--- config.mk ---
export PLATFORM = sky130hd
export DESIGN_NAME = fetch_decode_seq
export DESIGN_NICKNAME = d
export VERILOG_FILES = /design/src/rtl/fetch_decode_seq.sv
export SDC_FILE = /design/constraint.sdc
export NUM_CORES = 1
export LEC_CHECK = 0
export ABC_AREA = 1
export CAP_MARGIN = 10
export CORE_MARGIN = 2
export CORE_UTILIZATION = 30
export CTS_CLUSTER_SIZE = 16
export DETAILED_ROUTE_END_ITERATION = 16
export GPL_TIMING_DRIVEN = 0
export SETUP_SLACK_MARGIN = 0.05
export SLEW_MARGIN = 20
export SYNTH_ARGS = -nofsm -noshare
export SYNTH_HDL_FRONTEND = slang
export SYNTH_SLANG_ARGS = --single-unit
--- constraint.sdc ---
create_clock -name CLK -period 1.3 [get_ports CLK]
set_input_delay 0.26 -clock CLK [delete_from_list [all_inputs] [get_ports CLK]]
set_output_delay 0.26 -clock CLK [all_outputs]
set_load 0.02 [all_outputs]
--- src/rtl/fetch_decode_seq.sv ---
// Single-clock fetch/decode sequencer.
// - Cycles through FETCH, EXEC and HALT states.
// - Owns the PC, the instruction register and the retired-instruction counter.
// - Decodes instruction fields combinationally from the registered instruction.
// - exec_en qualifies core writes during the un-stalled EXEC cycle.
module fetch_decode_seq #(
  parameter int          ADDR_W       = 8,
  parameter int          DATA_W       = 8,
  parameter int          OP_W         = 4,
  parameter int          RSEL_W       = 3,
  parameter int          CNT_W        = 16,
  parameter int unsigned BOOT_ADDR    = 0,
  parameter bit          HALT_ON_ZERO = 1'b1
) (
  input  logic                                   CLK,
  input  logic                                   reset,
  input  logic                                   stall,
  input  logic                                   run,
  input  logic [3+OP_W+2*RSEL_W+DATA_W-1:0]      ins_i,
  input  logic                                   branch_taken,
  input  logic [ADDR_W-1:0]                      branch_target,
  output logic [ADDR_W-1:0]                      addr_o,
  output logic                                   exec_en,
  output logic                                   alu_inst,
  output logic                                   mem_inst,
  output logic                                   jmp_inst,
  output logic [1:0]                             ms,
  output logic                                   irs,
  output logic [OP_W-1:0]                        op,
  output logic [RSEL_W-1:0]                      tgt,
  output logic [RSEL_W-1:0]                      as_sel,
  output logic [RSEL_W-1:0]                      bs_sel,
  output logic [DATA_W-1:0]                      imm,
  output logic                                   halted,
  output logic [CNT_W-1:0]                       retired
);

  // Instruction word: [INSTYPE 2][IRS 1][OP][TGT][AS][IMM], MSB first.
  localparam int INS_W   = 3 + OP_W + 2*RSEL_W + DATA_W;
  localparam int TGT_MSB = DATA_W + 2*RSEL_W - 1;
  localparam int AS_MSB  = DATA_W + RSEL_W - 1;

  typedef enum logic [1:0] {
    S_FETCH = 2'd0,
    S_EXEC  = 2'd1,
    S_HALT  = 2'd2
  } state_t;

  state_t              state;
  logic [ADDR_W-1:0]   pc;
  logic [INS_W-1:0]    ir;
  logic [CNT_W-1:0]    retired_q;
  logic                halted_q;
  logic                t1;
  logic                t0;
  logic                is_jmp;

  // Counter increment that sticks at all-ones instead of wrapping.
  function automatic logic [CNT_W-1:0] sat_inc(input logic [CNT_W-1:0] v);
    if (&v) begin
      return v;
    end
    return v + CNT_W'(1);
  endfunction

  // Next PC: branch target only for jump-class instructions, else sequential with wrap.
  function automatic logic [ADDR_W-1:0] next_pc(input logic [ADDR_W-1:0] cur,
                                                input logic              jmp,
                                                input logic              taken,
                                                input logic [ADDR_W-1:0] dest);
    if (jmp && taken) begin
      return dest;
    end
    return cur + ADDR_W'(1);
  endfunction

  // Decode fields straight from the instruction register.
  assign t1       = ir[INS_W-1];
  assign t0       = ir[INS_W-2];
  assign irs      = ir[INS_W-3];
  assign op       = ir[INS_W-4 -: OP_W];
  assign tgt      = ir[TGT_MSB -: RSEL_W];
  assign as_sel   = ir[AS_MSB -: RSEL_W];
  assign imm      = ir[DATA_W-1:0];
  assign bs_sel   = ir[DATA_W-1 -: RSEL_W];
  assign alu_inst = t1;
  assign mem_inst = t0;
  assign is_jmp   = ~(t1 | t0);
  assign jmp_inst = is_jmp;
  assign ms       = {(t1 ^ irs) & ~(t1 & t0), (t0 ^ irs) & ~(t1 & t0)};

  assign addr_o   = pc;
  assign retired  = retired_q;
  assign halted   = halted_q;
  // Write strobe drops immediately on stall so the core never captures twice.
  assign exec_en  = (state == S_EXEC) & ~stall;

  // Sequencer: state, PC, IR, retired counter and halt flag.
  always_ff @(posedge CLK) begin
    if (reset) begin
      state     <= S_FETCH;
      pc        <= ADDR_W'(BOOT_ADDR);
      ir        <= '0;
      retired_q <= '0;
      halted_q  <= 1'b0;
    end else begin
      case (state)
        S_FETCH: begin
          if (!stall) begin
            ir    <= ins_i;
            state <= S_EXEC;
          end
        end
        S_EXEC: begin
          if (!stall) begin
            pc        <= next_pc(pc, is_jmp, branch_taken, branch_target);
            retired_q <= sat_inc(retired_q);
            if (HALT_ON_ZERO && (ir == '0)) begin
              state    <= S_HALT;
              halted_q <= 1'b1;
            end else begin
              state <= S_FETCH;
            end
          end
        end
        S_HALT: begin
          // stall has no effect here; only run releases the sequencer.
          if (run) begin
            state    <= S_FETCH;
            halted_q <= 1'b0;
          end
        end
        default: begin
          state    <= S_FETCH;
          halted_q <= 1'b0;
        end
      endcase
    end
  end

endmodule

**Word level (Yosys, flattened, before mapping)**

Cells that the tools add are included.

- Register bits after elaboration: 48
- Output and inout port bits: 53
- Logic and storage cells: 54

- Add/subtract/negate cells: 2
- Equality and inequality tests: 7
- Multiplexer cells: 20
- Bitwise logic cells: 11
- Reduce and logical (&&, ||, !) cells: 9

Operator list:

| kind | number |
|---|---|
| $logic_not 21->1 | 1 |
| $add 16x1->16 const B | 1 |
| $mux 16 | 1 |
| $mux 8 | 2 |
| $reduce_and 16->1 | 1 |
| $mux 1 | 11 |
| $add 8x1->8 const B | 1 |
| $mux 2 | 4 |
| $ne 2x2->1 const B | 4 |
| $pmux 2 s3 | 1 |
| $reduce_and 3->1 | 2 |
| $and 1x1->1 | 4 |
| $not 1->1 | 4 |
| $reduce_and 2->1 | 2 |
| $reduce_and 4->1 | 1 |
| $pmux 1 s3 | 1 |
| $eq 2x1->1 const B | 1 |
| $eq 2x2->1 const B | 1 |
| $logic_not 2->1 | 1 |
| $ne 2x1->1 const B | 1 |
| $xor 1x1->1 | 2 |
| $logic_and 1x1->1 | 1 |
| $or 1x1->1 | 1 |

**Logic depth before layout (Yosys ltp)**

- Depth in word-level cells: 8
- Mapped depth: 10
- Depth with buffers taken out: 10

**Least setup slack after synthesis**

No wires, ideal clock.

- Path kind: register -> register
- From: register retired_q[0], in the netlist retired[0]
- To: register retired_q[5], in the netlist retired[5]
- Setup time: 0.142 ns
- Arrival time: 1.492 ns
- Slack: -0.334 ns
- Cell stages (with the launch flop): 10
- Buffers on the path: 1
- Period minus slack after synthesis: 1.634 ns
- Cell sequence: dfxtp_1 -> ha_1 -> nand3_2 -> inv_2 -> nand2_2 -> nor2_1 -> nor2_4 -> buf_6 -> nand2_1 -> a21oi_2

- Longest elaborated chain between the ends: 7

Ends and longest elaborated chain:

| element | line | text |
|---|---|---|
| from (decl) | 52 | `logic [CNT_W-1:0] retired_q;` |
| from (signal assigned) | 117 | `retired_q <= sat_inc(retired_q);` |
| $reduce_and 16->1 | 60 | `if (&v) begin` |
| $mux 1 | 60 |  |
| $mux 1 | 115 | `if (!stall) begin` |
| $mux 1 | 107 | `case (state)` |
| $mux 1 | 100 | `if (reset) begin` |
| $ne 2x2->1 (no line) | -- |  |
| $reduce_and 3->1 (no line) | -- |  |

Several ways; a longest one is shown, not always the timed one. The select of a mux whose other input is x is not followed.
A chain may end at the register's enable or synchronous reset.

**Final worst setup path**

- From: register ir[19]
- To: output ms[0]

- Longest elaborated chain between the ends: 3

Ends and longest elaborated chain:

| element | line | text |
|---|---|---|
| from (decl) | 51 | `logic [INS_W-1:0] ir;` |
| from (signal assigned) | 110 | `ir <= ins_i;` |
| $and 1x1->1 | 90 | `assign ms = {(t1 ^ irs) & ~(t1 & t0), (t0 ^ irs) & ~(t1 & t0)};` |
| $not 1->1 | 90 |  |
| $and 1x1->1 * | 90 |  |
| to (decl) | 27 | `output logic [1:0] ms,` |

Mark *: on every way between the ends. The rest lies on a longest branch, timed or not.

==> impl_results.md <==
* Die Height at 94.58 µm
* Pwr Density at 796.3 nW/µm²
* Share of post-route cells with drive strength above 1 at 51.23%
* FF+latch count, synth at 48
* Slew @ Worst Pin at 0.6876 ns
* Nets at 524
* CP Capture Type: output port
* Critical path fanouts, max at 2
* TNS Setup at -1.497 ns
* Layout area overhead at 73.16%
* Slew HR at 54.16%
* Max clock buf depth at 2
* DR pass1 iterations at 4
* Total Routing Usage GR at 17.04%
* DIE AREA at 8944 µm²
* # rows at 33
* Syn_area_per_cell at 6.855 µm²
* Drc violations at 0
* DR WL/cell at 13.34 µm
* Hold Crit Class: input port to flip-flop
* Starting Density at 30.41%
* Design area at 4262 µm²
* Hold Buf Count CTS at 0
* Clk sink count at 48
* Fmax at 0.6628 GHz
* GP Congestion at 0.8452
* Die X at 94.58 µm
* Vias per inst at 4.680
* Vias after detailed routing at 2775
* Core Util, Final at 52.66%
* Critical path launch point type: flip-flop
* First-pass GRT wire length at 11960 µm
* Arr. time, crit path at 1.25 ns
* Initial antenna violation count at 0
* RSZ-0062 raised after global routing: yes
* Clock transition at path regs at 0.10 ns
* Post-place setup slack at -0.8462 ns
* Routed Antenna Nets at 0
* Total power draw at 3.394 mW
* Final worst path period need at 1.509 ns
* Synth Warn # at 0
* Antenna diodes at 0
* Final setup margin at -0.2088 ns
* Fin. Hold Viols at 0
* Met1 Use GR at 21.60%
* Total Wirelength at 7911 µm
* Run status: complete, but fails checks
* Grt total ovfl at 0
* Placed Area at 3528 µm²
* Total leakage power at 1.753 nW
* # IOs at 87
* Peak VDD IR at 0.0003922 V
* Fraction of the cycle the final worst path needs at 116.1%
* Largest net degree at the start of global routing at 16
* Syn Inst Count at 359
* Initial DRC count at 87
* Worst Hold Slack at 0.2792 ns
* Port buffer count at 85
* Mapped Area at 2461 µm²
* Distinct cell type count of the synthesized netlist at 30
* Kind of critical path: flip-flop to output port
* Failing checks: negative setup slack
* CTS buffer count at 5
* Final Non-Filler Cells at 593
* Final Max Slew Viols at 0
* CTS tree: yes
* Core Area at 8093 µm²
* Met3 global-route usage at 2.474%
* Crit path required time at 1.04 ns
* Met2 Resource Use GR at 30.30%
* Clock tree root driver cell: clkbuf_8
* Inst Count DP at 549
* DP Wirelength at 5170 µm
* Syn_nets at 396
* Max_cap viols at 0
* Htree depth at 2
* Clock skew at 0.01089 ns
* Vias in the first global route at 2545
* Layer with the highest usage: met2
* # setup viols final at 23
* Clk_lat worst skew at 0.30 ns
* Register area share after synthesis at 39.04%
-- layout make-up --
cell class | instances | area (µm²)
inverters | 28 | 120.1
clock inverters | 3 | 18.77
multi-input cells | 268 | 1664
well taps | 105 | 131.4
flip-flops and latches | 48 | 1051
clock buffers | 5 | 68.82
repair buffers | 121 | 1089
plain buffers | 15 | 118.9
fillers | 784 | 3831
-- worst max-delay path, cell delays in order, from the launching register on --
cell and delay [ns]:
dfxtp_4 0.38, inv_4 0.04, ha_4 0.24, a21boi_4 0.16
buf_6 0.13
-- power breakdown --
group | total [mW] | internal [mW] | leakage (nW) | switching (mW)
clock network | 0.913 | 0.377 | 0.0479 | 0.537
registers | 1.59 | 1.52 | 0.414 | 0.0713
logic | 0.890 | 0.428 | 1.29 | 0.463
-- cell usage in the layout, fill, tap and decap left out, types with 19 or more instances in the layout --
cell / n
nand2_1: 41
buf_6: 21
buf_2: 19
buf_4: 30
clkdlybuf4s15_2: 20
o21ai_0: 25
clkdlybuf4s50_1: 31
nand2_2: 24
nor2_1: 66
-- cells in the mapped netlist --
cell type / count / share of area [%]
o211ai_1: 1 / 0.31
nor3_2: 1 / 0.41
a21oi_2: 10 / 3.6
a21oi_1: 17 / 3.5
buf_1: 2 / 0.31
clkbuf_1: 4 / 0.61
o21ai_0: 36 / 7.3
a21boi_0: 1 / 0.31
inv_1: 23 / 3.5
buf_6: 2 / 0.92
buf_4: 4 / 1.2
nand4_1: 4 / 1.0
ha_1: 3 / 1.5
buf_2: 3 / 0.61
nor2_2: 1 / 0.25
dfxtp_1: 48 / 39
nand2_2: 5 / 1.3
xnor2_1: 7 / 2.5
nor3_1: 2 / 0.41
nor2_4: 2 / 0.92
o21ai_4: 1 / 0.66
nand3_2: 1 / 0.41
and2_1: 1 / 0.25
nor2_1: 80 / 12
or2_2: 4 / 1.0
xor2_1: 2 / 0.71
inv_2: 5 / 0.76
nand3_1: 16 / 3.3
nand2_1: 72 / 11
o31ai_1: 1 / 0.31
-- state kept, by name, indices dropped and copies added, names as in the netlist --
register,count
retired,16
state,2
halted,1
addr_o,8
ir,21
-- logic make-up after synthesis --
family / Yosys count / share of synthesized area (%)
fa+ha+maj: 3 / 1.525
buf+inv: 43 / 7.931
flops: 48 / 39.04
compound gates: 67 / 15.91
xor+xnor: 9 / 3.203
simple gates: 189 / 32.38
-- per-layer routing --
layer | vias to the layer above | share of wire (%)
li1 | 1403 | -
met1 | 1302 | 43
met2 | 62 | 51
met3 | 8 | 4.9
met4 | 0 | 1.2
met5 | - | 0
-- worst paths after layout --
| kind | from | end | slack [ns] | depth (start not counted) |
|---|---|---|---|---|
| setup / recovery | ir[19]$_SDFFE_PP0P_ | ms[0] | -0.21 | 4 |
| hold / removal | reset | retired[3]$_SDFFE_PP0P_ | 0.28 | 2 |
| setup reg to reg | retired[10]$_SDFFE_PP0P_ | retired[7]$_SDFFE_PP0P_ | -0.08 | 9 |
| hold reg to reg | halted$_SDFFE_PP0P_ | halted$_SDFFE_PP0P_ | 0.48 | 2 |
-- repair_timing --
item	in CTS	in global routing
gates cloned	3	1
setup buffers	18	14
resized for setup	244	119
endpoints found under the hold margin	0	0
pin swaps	14	33
setup endpoints to repair	95	66
No activity file was read; power rests on OpenSTA's default activity.
